$ cat src/rtl/dmem_port_arbiter.sv
// dmem_port_arbiter
// Shares one unified memory port between the instruction-fetch requester and
// the load/store requester. Each access runs as a req/ack transaction on the
// port. The arbiter returns read data to the winner and produces the pipeline
// stall signals.
//
// Ports
//   clk, rst                      clock, async active-high reset
//   if_req/if_addr                fetch request (held until if_valid)
//   if_rdata/if_valid             fetched word + one-cycle completion pulse
//   dm_req/dm_we/dm_ctrl/dm_addr/dm_wdata
//                                 data request (held until dm_done)
//   dm_rdata/dm_done              load data + one-cycle completion pulse
//   bus_err                       pulses with a completion that timed out
//   stall_if/stall_mem            combinational requester stalls
//   mem_req/mem_we/mem_ctrl/mem_addr/mem_wdata
//                                 registered port outputs
//   mem_rdata/mem_ack             port read data + one-cycle completion
//
// state   | meaning
// --------+-------------------------------------------------------------
// IDLE    | sample requests, grant one side
// IF_WAIT | fetch on the port, waiting for mem_ack or timeout
// DM_WAIT | data access on the port, waiting for mem_ack or timeout
// DONE    | completion pulse, update round-robin, no grant this cycle

module dmem_port_arbiter #(
   parameter int ADDR_W  = 32,
   parameter int DATA_W  = 32,
   parameter int TIMEOUT = 255
) (
   input  logic              clk,
   input  logic              rst,
   input  logic              if_req,
   input  logic [ADDR_W-1:0] if_addr,
   output logic [DATA_W-1:0] if_rdata,
   output logic              if_valid,
   input  logic              dm_req,
   input  logic              dm_we,
   input  logic [2:0]        dm_ctrl,
   input  logic [ADDR_W-1:0] dm_addr,
   input  logic [DATA_W-1:0] dm_wdata,
   output logic [DATA_W-1:0] dm_rdata,
   output logic              dm_done,
   output logic              bus_err,
   output logic              stall_if,
   output logic              stall_mem,
   output logic              mem_req,
   output logic              mem_we,
   output logic [2:0]        mem_ctrl,
   output logic [ADDR_W-1:0] mem_addr,
   output logic [DATA_W-1:0] mem_wdata,
   input  logic [DATA_W-1:0] mem_rdata,
   input  logic              mem_ack
);

   typedef enum logic [1:0] {
      IDLE    = 2'd0,
      IF_WAIT = 2'd1,
      DM_WAIT = 2'd2,
      DONE    = 2'd3
   } state_t;

   // The counter holds the number of ack-less WAIT cycles already elapsed, so
   // the last permitted cycle is the one where it equals TIMEOUT-1.
   localparam logic [15:0] WAIT_LAST = 16'(TIMEOUT - 1);

   state_t      state;
   logic        last_dm;
   logic        served_dm;
   logic [15:0] wait_cnt;
   logic        grant_dm;

   // On a tie, the side that was not served last wins.
   assign grant_dm = dm_req & (~if_req | ~last_dm);

   assign stall_if  = if_req & ~if_valid;
   assign stall_mem = dm_req & ~dm_done;

   always_ff @(posedge clk or posedge rst) begin
      if (rst) begin
         state     <= IDLE;
         last_dm   <= 1'b0;
         served_dm <= 1'b0;
         wait_cnt  <= 16'd0;
         mem_req   <= 1'b0;
         mem_we    <= 1'b0;
         mem_ctrl  <= 3'b000;
         mem_addr  <= '0;
         mem_wdata <= '0;
         if_rdata  <= '0;
         dm_rdata  <= '0;
         if_valid  <= 1'b0;
         dm_done   <= 1'b0;
         bus_err   <= 1'b0;
      end else begin
         if_valid <= 1'b0;
         dm_done  <= 1'b0;
         bus_err  <= 1'b0;
         case (state)
            IDLE: begin
               if (grant_dm) begin
                  mem_req   <= 1'b1;
                  mem_we    <= dm_we;
                  mem_ctrl  <= dm_ctrl;
                  mem_addr  <= dm_addr;
                  mem_wdata <= dm_wdata;
                  wait_cnt  <= 16'd0;
                  served_dm <= 1'b1;
                  state     <= DM_WAIT;
               end else if (if_req) begin
                  mem_req   <= 1'b1;
                  mem_we    <= 1'b0;
                  mem_ctrl  <= 3'b010;
                  mem_addr  <= if_addr;
                  mem_wdata <= '0;
                  wait_cnt  <= 16'd0;
                  served_dm <= 1'b0;
                  state     <= IF_WAIT;
               end
            end
            IF_WAIT, DM_WAIT: begin
               // An ack in the final permitted cycle still counts as success.
               if (mem_ack) begin
                  mem_req <= 1'b0;
                  if (served_dm) begin
                     dm_rdata <= mem_rdata;
                     dm_done  <= 1'b1;
                  end else begin
                     if_rdata <= mem_rdata;
                     if_valid <= 1'b1;
                  end
                  state <= DONE;
               end else if (wait_cnt == WAIT_LAST) begin
                  mem_req <= 1'b0;
                  bus_err <= 1'b1;
                  if (served_dm) begin
                     dm_rdata <= '0;
                     dm_done  <= 1'b1;
                  end else begin
                     if_rdata <= '0;
                     if_valid <= 1'b1;
                  end
                  state <= DONE;
               end else begin
                  wait_cnt <= wait_cnt + 16'd1;
               end
            end
            DONE: begin
               last_dm <= served_dm;
               state   <= IDLE;
            end
            default: state <= IDLE;
         endcase
      end
   end

endmodule
$ cat config.mk
export PLATFORM = sky130hd
export DESIGN_NAME = dmem_port_arbiter
export DESIGN_NICKNAME = d
export VERILOG_FILES = /design/src/rtl/dmem_port_arbiter.sv
export SDC_FILE = /design/constraint.sdc
export NUM_CORES = 1
export LEC_CHECK = 0
export BUFFER_PORTS_ARGS = -buffer_cell sky130_fd_sc_hd__buf_2
export CORE_ASPECT_RATIO = 1.4
export CORE_MARGIN = 1
export CORE_UTILIZATION = 50
export CTS_BUF_LIST = sky130_fd_sc_hd__clkbuf_8
export DETAILED_ROUTE_END_ITERATION = 8
export GPL_ROUTABILITY_DRIVEN = 0
export PLACE_DENSITY = 0.86
export REMOVE_ABC_BUFFERS = 1
export SKIP_CTS_REPAIR_TIMING = 1
export SYNTH_ARGS = -nofsm -noshare
export SYNTH_HDL_FRONTEND = slang
export SYNTH_SLANG_ARGS = --single-unit
$ cat constraint.sdc
create_clock -name clk -period 6.2 [get_ports clk]
set_input_delay 0.31 -clock clk [delete_from_list [all_inputs] [get_ports clk]]
set_output_delay 0.31 -clock clk [all_outputs]
set_load 0.02 [all_outputs]
==> impl_metrics.csv <==
group,metric,value,unit
outcome,status,"finished, final reports clean",
die,dieArea,13600,sq um
yosys,netlist_area,6560,sq um
timing,setup_viol,0,
clock_network,cts-root-buf,"clkbuf_8",
yosys,async_flop_share,100,%
clock_network,cts_buffer_depth,2,
yosys,synth_edf_count,0,
yosys,synth_xor_area_share,0.134,%
layout,multi_input_area,2410,sq um
critical_path,cp_slowest_cell,"and2_2",
power,ir_drop,0.315,mV
timing,max_clock_freq,339,MHz
timing,slew_headroom,31.5,%
grt,grt_pass1_vias,5373,
grt,grt_pass1_wl,26200,microns
timing,maxSlewViolCount,0,
placed_design,placedInstanceArea,8010,sq um
yosys,synth.largest_area_cell,"dfrtp_1",
power,power_density,560,nW/um^2
critical_path,worstSetupEndpointType,"flip-flop",
clock_network,cts_made_buffers,17,
drt,wl_per_cell,17.3,microns
yosys,synth_top_family_by_area,"compound AO/OA/AOI/OAI gates",
yosys,yosysWarnings,0,
yosys,ys_top_cells_by_area,"dfrtp_1, a32o_1, mux2i_1",
die,placementRows,49,
flow_run,drv_cap,0,
placed_design,io_buffer_count,274,
worst_hold_path,hold_path_class,"input port to asynchronous set/reset pin",
clock_network,clkTransAtPathRegs,0.10,ns
layout,regArea,3900,sq um
placed_design,post-place-cells,931,
yosys,yosys.area_share.simple,8.93,%
timing,skew,0.0122,ns
timing,tightest_slew,1.03,ns
critical_path,cp_top_family,"simple AND/OR/NAND/NOR gates",
clock_network,cts.sinks,156,
timing,holdWs,0.0800,ns
grt,grt.total_usage,24.8,%
timing,period_share,47.6,%
die,die_h,138,microns
layout,areaGrowthSynthToFinish,28.2,%
yosys,avgSynthCellArea,12.1,sq um
die,die_w,98.8,microns
yosys,synth_top_area_share,59.5,%
yosys,post-synth-top-count-cell,"dfrtp_1",
critical_path,path_cells,"inv_1, ha_1, and2_2, or3_1, a2111oi_0, a221o_1",
clock_network,insertion_delay,0.43,ns
critical_path,crit_required,6.52,ns
layout,layout-drive-gt1-share,40.5,%
yosys,synthAdderAreaFrac,0.763,%
layout,fin_cells,966,
die,start_util,51.2,%
yosys,ys_ff_latch,156,
layout,n_fill_cell,1064,
drt,vias_per_cell,5.69,
yosys,synth_common_cells,"dfrtp_1, nand2_1, a32o_1",
drt,vias,5500,
yosys,synth_mux_area_share,5.06,%
clock_network,h-tree-depth,4,
timing,rsz0062_at_grt,"false",
yosys,ys_seq_area_share,59.5,%
drt,wl,16700,microns
drt,dr.pass1.iters,5,
drt,drcViolationCount,0,
yosys,ys.flop_type,"dfrtp_1",
yosys,synth_compound_area_share,21.5,%
clock_network,cts_tree,"yes",
yosys,synthDistinctLibCells,55,
critical_path,cp-start-kind,"flip-flop",
critical_path,path_class,"flip-flop to flip-flop",
timing,hold_viol,0,
drt,ant_nets,0,
die,core_area,12800,sq um
grt,antenna_found_initial,3,
critical_path,cp_slowest_stage_delay,0.97,ns
drt,drt_iter0_drc,323,
die,io_pins,275,
power,power.leakage,4.26,nW
timing,min_period,2.95,ns
timing,fin_setup_tns,0,ns
grt,grt-ovfl-total,0,
placed_design,dp_hpwl,11600,microns
layout,fin_nets,938,
grt,grt_max_degree,108,
critical_path,crit_arrival,3.27,ns
yosys,netlist_instances,542,
critical_path,crit_buf_inv,1,
layout,fin_area,8410,sq um
critical_path,path_max_fanout,55,
==> per-layer routing <==
layer	global-route usage, %	routed length, microns	vias to the layer above	share of wire (%)
met3	5.99	1050	41	6.3
met2	40.8	8490	246	51
li1	-	-	2576	-
met4	13.1	541	0	3.2
met1	30.3	6610	2637	40
met5	0	0	-	0
==> layout by cell type (no fill, tap or decap), types with 4 or more instances in the layout <==
| cell | n |
|---|---|
| a22o_1 | 35 |
| a32o_1 | 44 |
| buf_2 | 274 |
| buf_4 | 8 |
| clkbuf_8 | 18 |
| dfrtp_1 | 156 |
| ha_1 | 4 |
| inv_1 | 16 |
| inv_6 | 5 |
| inv_8 | 4 |
| mux2i_1 | 32 |
| nand2_1 | 52 |
| nand3_1 | 11 |
| nand4_1 | 6 |
| nor2_1 | 6 |
| nor3_1 | 7 |
| nor4_1 | 5 |
| o211ai_1 | 6 |
| o21ai_0 | 37 |
| o2bb2ai_1 | 23 |
| or4_1 | 4 |
==> report_power, final <==
| part | switching [W] | internal [W] |
|---|---|---|
| Sequential | 0.000280 | 0.00148 |
| Clock | 0.000408 | 0.000345 |
| Combinational | 0.00138 | 0.000808 |
| Total | 0.00207 | 0.00263 |
==> sequential cells by signal, indices dropped and copies added (netlist names) <==
| signal | count |
|---|---|
| served_dm | 1 |
| mem_addr | 32 |
| mem_we | 1 |
| mem_ctrl | 3 |
| last_dm | 1 |
| state | 2 |
| if_valid | 1 |
| dm_done | 1 |
| wait_cnt | 16 |
| if_rdata | 32 |
| mem_req | 1 |
| bus_err | 1 |
| dm_rdata | 32 |
| mem_wdata | 32 |
==> cells by family after synthesis <==
group / count (synthesis)
flip-flops: 156
AND/OR/NAND/NOR: 113
multiplexers: 33
buffers and inverters: 63
AO/OA/AOI/OAI: 172
XOR/XNOR: 1
adder cells (fa/ha/maj): 4
==> layout make-up <==
cell class	count	share of cell area, %
flip-flops and latches	156	46.4
clock inverters	14	1.76
diodes	3	0.0893
clock buffers	18	2.95
inverters	17	0.818
well taps	153	2.28
multi-input cells	323	28.7
repair buffers	282	17.0
==> final timing paths <==
kind | endpoint | depth (start not counted) | slack [ns] | start
min in group clk | mem_wdata[20]$_DFFE_PP0P_ | 2 | 0.09 | dm_wdata[20]
setup reg to reg | wait_cnt[6]$_DFFE_PP0P_ | 6 | 3.25 | state[0]$_DFFE_PP0P_
max in group asynchronous | if_rdata[14]$_DFFE_PP0P_ | 3 | 4.91 | rst
setup / recovery | wait_cnt[6]$_DFFE_PP0P_ | 6 | 3.25 | state[0]$_DFFE_PP0P_
hold reg to reg | mem_addr[1]$_DFFE_PP0P_ | 2 | 0.48 | mem_addr[1]$_DFFE_PP0P_
hold / removal | mem_wdata[17]$_DFFE_PP0P_ | 2 | 0.08 | rst
==> per-stage QoR <==
stage                     power (W)  utilization (%)  worst slack, ns
after detailed placement    0.00398             62.5             3.26
after CTS                   0.00474             65.6             3.26
final                       0.00471             65.6             3.25
after global placement      0.00392             62.5             3.33
after global routing        0.00500             65.6             3.02
after floorplan             0.00320                -             1.01
No activity file was read; power rests on OpenSTA's default activity.
